$ cat src/rtl/writeback_regfile.sv
// Y86-64 write-back stage and architectural register file with sticky halt.
// Optional same-cycle write-to-read forwarding: define REGFILE_WRITE_BYPASS_EN.
module writeback_regfile #(
  parameter int unsigned NREGS     = 15,
  parameter logic [3:0]  RSP_ID    = 4'd4,
  parameter logic [63:0] RSP_RESET = 64'h0
) (
  input  logic        clock,
  input  logic        resetn,
  input  logic [3:0]  w_icode,
  input  logic [3:0]  w_regA,
  input  logic [3:0]  w_regB,
  input  logic        w_cond,
  input  logic [63:0] w_valE,
  input  logic [63:0] w_valM,
  input  logic [3:0]  d_srcA,
  input  logic [3:0]  d_srcB,
  output logic [63:0] d_valA,
  output logic [63:0] d_valB,
  output logic [3:0]  w_dstE,
  output logic [3:0]  w_dstM,
  output logic        halted
);

  localparam logic [3:0] RegNone = 4'hF;

  localparam logic [3:0] IHalt   = 4'h0;
  localparam logic [3:0] IRrmovq = 4'h2;
  localparam logic [3:0] IIrmovq = 4'h3;
  localparam logic [3:0] IMrmovq = 4'h5;
  localparam logic [3:0] IOpq    = 4'h6;
  localparam logic [3:0] ICall   = 4'h8;
  localparam logic [3:0] IRet    = 4'h9;
  localparam logic [3:0] IPushq  = 4'hA;
  localparam logic [3:0] IPopq   = 4'hB;

  logic [63:0] regs_q [NREGS];
  logic        halted_q;
  logic        wr_en;

  always_comb begin
    w_dstE = RegNone;
    case (w_icode)
      IRrmovq:                     w_dstE = w_cond ? w_regB : RegNone;
      IIrmovq, IOpq:               w_dstE = w_regB;
      ICall, IRet, IPushq, IPopq:  w_dstE = RSP_ID;
      default:                     w_dstE = RegNone;
    endcase
  end

  always_comb begin
    w_dstM = RegNone;
    case (w_icode)
      IMrmovq, IPopq: w_dstM = w_regA;
      default:        w_dstM = RegNone;
    endcase
  end

  assign wr_en  = resetn && !halted_q;
  assign halted = halted_q;

  // M is applied after E so that a shared destination (popq %rsp) takes valM.
  always_ff @(posedge clock) begin
    if (!resetn) begin
      halted_q <= 1'b0;
      for (int i = 0; i < int'(NREGS); i++) begin
        regs_q[i] <= (4'(i) == RSP_ID) ? RSP_RESET : 64'h0;
      end
    end else if (!halted_q) begin
      if (w_icode == IHalt) begin
        halted_q <= 1'b1;
      end
      for (int i = 0; i < int'(NREGS); i++) begin
        if (w_dstM == 4'(i)) begin
          regs_q[i] <= w_valM;
        end else if (w_dstE == 4'(i)) begin
          regs_q[i] <= w_valE;
        end
      end
    end
  end

  logic [63:0] stored_a, stored_b;

  always_comb begin
    stored_a = 64'h0;
    stored_b = 64'h0;
    if (d_srcA != RegNone && 32'(d_srcA) < NREGS) begin
      stored_a = regs_q[d_srcA];
    end
    if (d_srcB != RegNone && 32'(d_srcB) < NREGS) begin
      stored_b = regs_q[d_srcB];
    end
  end

`ifdef REGFILE_WRITE_BYPASS_EN
  always_comb begin
    d_valA = stored_a;
    d_valB = stored_b;
    if (wr_en && d_srcA != RegNone) begin
      if (w_dstM == d_srcA) begin
        d_valA = w_valM;
      end else if (w_dstE == d_srcA) begin
        d_valA = w_valE;
      end
    end
    if (wr_en && d_srcB != RegNone) begin
      if (w_dstM == d_srcB) begin
        d_valB = w_valM;
      end else if (w_dstE == d_srcB) begin
        d_valB = w_valE;
      end
    end
  end
`else
  logic unused_wr_en;
  assign unused_wr_en = wr_en;
  always_comb begin
    d_valA = stored_a;
    d_valB = stored_b;
  end
`endif

endmodule

$ cat config.mk
export PLATFORM = sky130hd
export DESIGN_NAME = writeback_regfile
export DESIGN_NICKNAME = d
export VERILOG_FILES = /design/src/rtl/writeback_regfile.sv
export SDC_FILE = /design/constraint.sdc
export NUM_CORES = 2
export LEC_CHECK = 0
export CORE_MARGIN = 5
export CORE_UTILIZATION = 30
export CTS_CLUSTER_DIAMETER = 100
export CTS_CLUSTER_SIZE = 30
export DETAILED_ROUTE_END_ITERATION = 8
export RECOVER_POWER = 100
export SYNTH_ARGS = -nofsm -noshare
export SYNTH_HDL_FRONTEND = slang
export SYNTH_SLANG_ARGS = --single-unit
$ cat constraint.sdc
create_clock -name clock -period 4.4 [get_ports clock]
set_input_delay 0.66 -clock clock [delete_from_list [all_inputs] [get_ports clock]]
set_output_delay 0.66 -clock clock [all_outputs]
set_load 0.01 [all_outputs]
# Word level (Yosys, flattened, before mapping)
# Memory sizes are Yosys's and may differ from the RTL's.
# Index checks and enable logic that the tools add are counted.
[totals] ram_bits=960 register_bits=1 memories=1
[mem_list] memory="regs_q" depth=15 width=64 read_ports=2 rd_clocked_by_memory_dff=0 wr=15 line="37" rtl="logic [63:0] regs_q [NREGS];"
[classes] muxes=173 reduce_logical=8 eq_ne=38 n_bitwise=30 magnitude_cmp=2
[ops] op="$mux 64" count=32
[ops] op="$mux 1" count=138
[ops] op="$eq 4x4->1 const B" count=18
[ops] op="$eq 4x3->1 const B" count=10
[ops] op="$or 1x1->1" count=30
[ops] op="$eq 4x2->1 const B" count=6
[ops] op="$logic_not 4->1" count=3
[ops] op="$pmux 4 s3" count=1
[ops] op="$eq 4x1->1 const B" count=2
[ops] op="$lt 4x4->1 const B" count=2
[ops] op="$mux 4" count=2
[ops] op="$ne 4x4->1 const B" count=2
[ops] op="$reduce_or 2->1" count=2
[ops] op="$reduce_or 4->1" count=1
[ops] op="$logic_and 1x1->1" count=2

# Longest topological paths before layout
[depth] ltp_word=10 mapped_depth=8 ltp_nobuf=5

# Least setup slack after synthesis
# No wires, ideal clock.
[synth_path] kind="input -> register" startpoint="input port w_icode[0]" endpoint="memory regs_q[3][0], enable pin" stages=6 setup_slack_ps=476 arrival_ps=3500 cell_sequence="buf_2 -> or4_4 -> o211a_2 -> nor4_2 -> buf_2 -> or3_1"
[synth_rtl] element="start: declaration" line="10" rtl="input logic [3:0] w_icode,"
[synth_rtl] element="end: declaration" line="37"

# Worst setup path in the final report
[layout_path] startpoint="input port d_srcB[1]" endpoint="output port d_valB[61]"
[layout_via] elab_chain_cells=3 elab_cells_between_ends=5
[layout_lines] element="start: declaration" line="17" rtl="input logic [3:0] d_srcB,"
[layout_lines] element="$lt 4x4->1 or $ne 4x4->1 (tied branches)" line="91" rtl="if (d_srcB != RegNone && 32'(d_srcB) < NREGS) begin"
[layout_lines] element="$logic_and 1x1->1" line="91"
[layout_lines] element="$mux 64 *" line="91"
[layout_lines] element="end: declaration" line="19" rtl="output logic [63:0] d_valB,"
# Mark *: on every way between the ends. The rest lies on a longest branch, timed or not.

==> flow_summary.yaml <==
run_status:
  status: "finished with violations"
  violations: "capacitance limit, slew limit"
worst_setup_path:
  worstSetupPathType: "in2out"
  crit_slowest_cell: "nand2_2"
  cp.required_ns: 3.74
  worstPathCellList: "buf_8, nand3_1, nand2_2, buf_4, o22ai_1, dlygate4sd3_1"
  crit_family: "buffers and inverters"
  crit_arrival_ns: 3.45
  endpoint_kind: "output port"
  crit_buf_inv: 3
  path_max_fanout: 56
  cp_slowest_stage_delay_ns: 0.76
  start_kind: "input pin"
yosys:
  synth_cell_types: 47
  ys_warn_count: 0
  async_reset_ff_share_pct: 0
  syn-cell-area_sq_um: 55800
  synth_edf_count: 960
  synthFlopType: "edfxtp_1"
  ys_seq_area_share_pct: 51.7
  syn_inst: 3825
  syn_avg_cell_area_sq_um: 14.6
  synth-seq-cells: 961
  syn_nets: 3976
clock_tree:
  root_buffer: "clkbuf_16"
  cts_buffer_depth: 3
  post-cts-setup-buffers: 0
  cts.sinks: 961
  cts_max_level: 2
  cts_tree: "done"
  path_clk_slew_ns: 0.10
  cts-resized-gates: 0
  cts_buffers: 44
  cts_hold_buf: 0
  clock_latency_ns: 0.68
floorplanning:
  die_h_um: 441
  die_area_sq_um: 195000
  fp.coreArea_sq_um: 185000
  top_level_ports: 288
  initial_utilization_pct: 30.1
  die_x_um: 441
  rows: 158
global_route:
  grt_pass1_wl_um: 305000
  antenna_found_initial: 38
  grt_start_max_net_pins: 141
  grtUsageTotal_pct: 21.8
  overflow: 0
  grt_pass1_vias: 39500
sta:
  relSlewSlack_pct: -21.3
  timing.final.max_slew_violations: 456
  setup-violations-final: 0
  final.setup.tns_ns: 0
  fin_crit_ns: 4.11
  finClkSkew_ns: 0.0291
  hold_viol: 0
  worst-slew-pin-transition_ns: 1.82
  period_share_pct: 93.4
  post-route-worst-setup-slack_ns: 0.292
  rsz0062_at_grt: "false"
  fmax_ghz: 0.243
place:
  place_congestion: 0.819
  pre_cts_slack_ns: 0.503
  portBuffers: 287
  hpwl_um: 121000
finish:
  final_common_cell: "edfxtp_1"
  fin_util_pct: 34.1
  num-nets-final: 3949
  ff_latch_area_sq_um: 28800
  mostFrequentLayoutCells: "960 x edfxtp_1, 696 x mux2i_1, 464 x a22o_1"
  multi_input_area_sq_um: 24700
  syn_to_final_growth_pct: 13.1
  drive_above_1_share_pct: 17.0
  fill_cells: 17800
route:
  drt_pass1_iterations: 6
  viasPerCell: 6.19
  routedWlPerCell_um: 34.9
  vias: 39100
  routed_wl_um: 221000
  ant_nets: 0
  drc: 0
  drt_iter0_markers: 4824
power_and_ir_drop:
  leakage_nw: 21.3
  p_per_area_nw_per_um2: 311
  ir_drop_mv: 0.271
  total_power_mw: 19.6
job:
  maxCapViolations: 11
hold_path:
  hp-class: "in2reg"
==> synth_stat cells (2+ instances only) <==
cell	n	share of area [%]
clkbuf_1	293	2.0
nor2b_1	6	0.067
nor4_2	6	0.13
nand3_1	4	0.036
mux2i_1	696	12
nor3_1	10	0.090
inv_2	2	0.013
or4_4	2	0.040
nor4_4	2	0.076
a211o_1	2	0.031
nor4_1	11	0.12
nand2_1	262	1.8
nor2_1	5	0.034
a32o_1	176	3.2
mux4_2	388	16
or3_1	13	0.15
buf_6	10	0.20
o21ai_0	129	1.2
nor3_2	2	0.036
nand2b_1	8	0.090
o22ai_1	124	1.4
buf_1	74	0.50
edfxtp_1	960	52
buf_2	121	1.1
buf_4	25	0.34
o211ai_2	2	0.045
a22o_1	464	7.3
inv_1	3	0.020
or2_2	7	0.078
==> tightest hold or removal path, cell delays in order <==
cell and delay [ns]:
buf_4 0.10, inv_1 0.14, a21oi_1 0.15
==> layer usage <==
metal	part of all wire (%)	track usage, %	routed length (um)
met5	0.060	0	132
met4	5.9	11.1	12900
met3	8.6	4.23	19100
met2	49	37.5	109000
met1	36	26.0	79600
==> report_power, final <==
part / total, mW / switching, mW / leakage, nW / internal, mW
Sequential: 10.8 / 0.221 / 9.90 / 10.6
Combinational: 3.53 / 2.10 / 10.7 / 1.43
Clock: 5.31 / 3.31 / 0.672 / 2.00
Total: 19.6 / 5.63 / 21.3 / 14.0
==> final cells by class <==
class / count / area share, %
flip-flops and latches: 961 / 45.7
clock inverters: 21 / 0.424
multi-input cells: 2335 / 39.2
diodes: 22 / 0.0872
repair buffers: 450 / 7.85
inverters: 6 / 0.0397
well taps: 2480 / 4.92
clock buffers: 46 / 1.79
==> path summary, 6_finish.rpt <==
| check | start | end | slack [ns] | cells after the start |
|---|---|---|---|---|
| hold reg to reg | halted$_SDFF_PN0_ | halted$_SDFF_PN0_ | 0.75 | 2 |
| hold / removal | resetn | halted$_SDFF_PN0_ | 0.41 | 3 |
| setup reg to reg | halted$_SDFF_PN0_ | regs_q[7][48]$_SDFFCE_PN0P_ | 0.67 | 5 |
| setup / recovery | d_srcB[1] | d_valB[61] | 0.29 | 6 |
==> through the flow <==
stage | hold WS [ns] | cells | area (sq um)
after floorplan | 0.783 | 3825 | 55800
after global placement | 0.749 | 6232 | 62100
after detailed placement | 0.744 | 6232 | 62100
after CTS | 0.404 | 6299 | 63500
after global routing | 0.427 | 6311 | 63100
final | 0.408 | 6321 | 63100
==> sequential cells by signal, indices dropped and copies added (netlist names) <==
register and cells:
halted 1, regs_q 960
==> logic make-up after synthesis <==
| group | synth area share (%) |
|---|---|
| muxes | 28.1 |
| buffers and inverters | 4.14 |
| DFF | 51.7 |
| AOI/OAI and AO/OA | 13.2 |
| and+or+nand+nor | 2.81 |
Power figures use the tool's default switching activity.
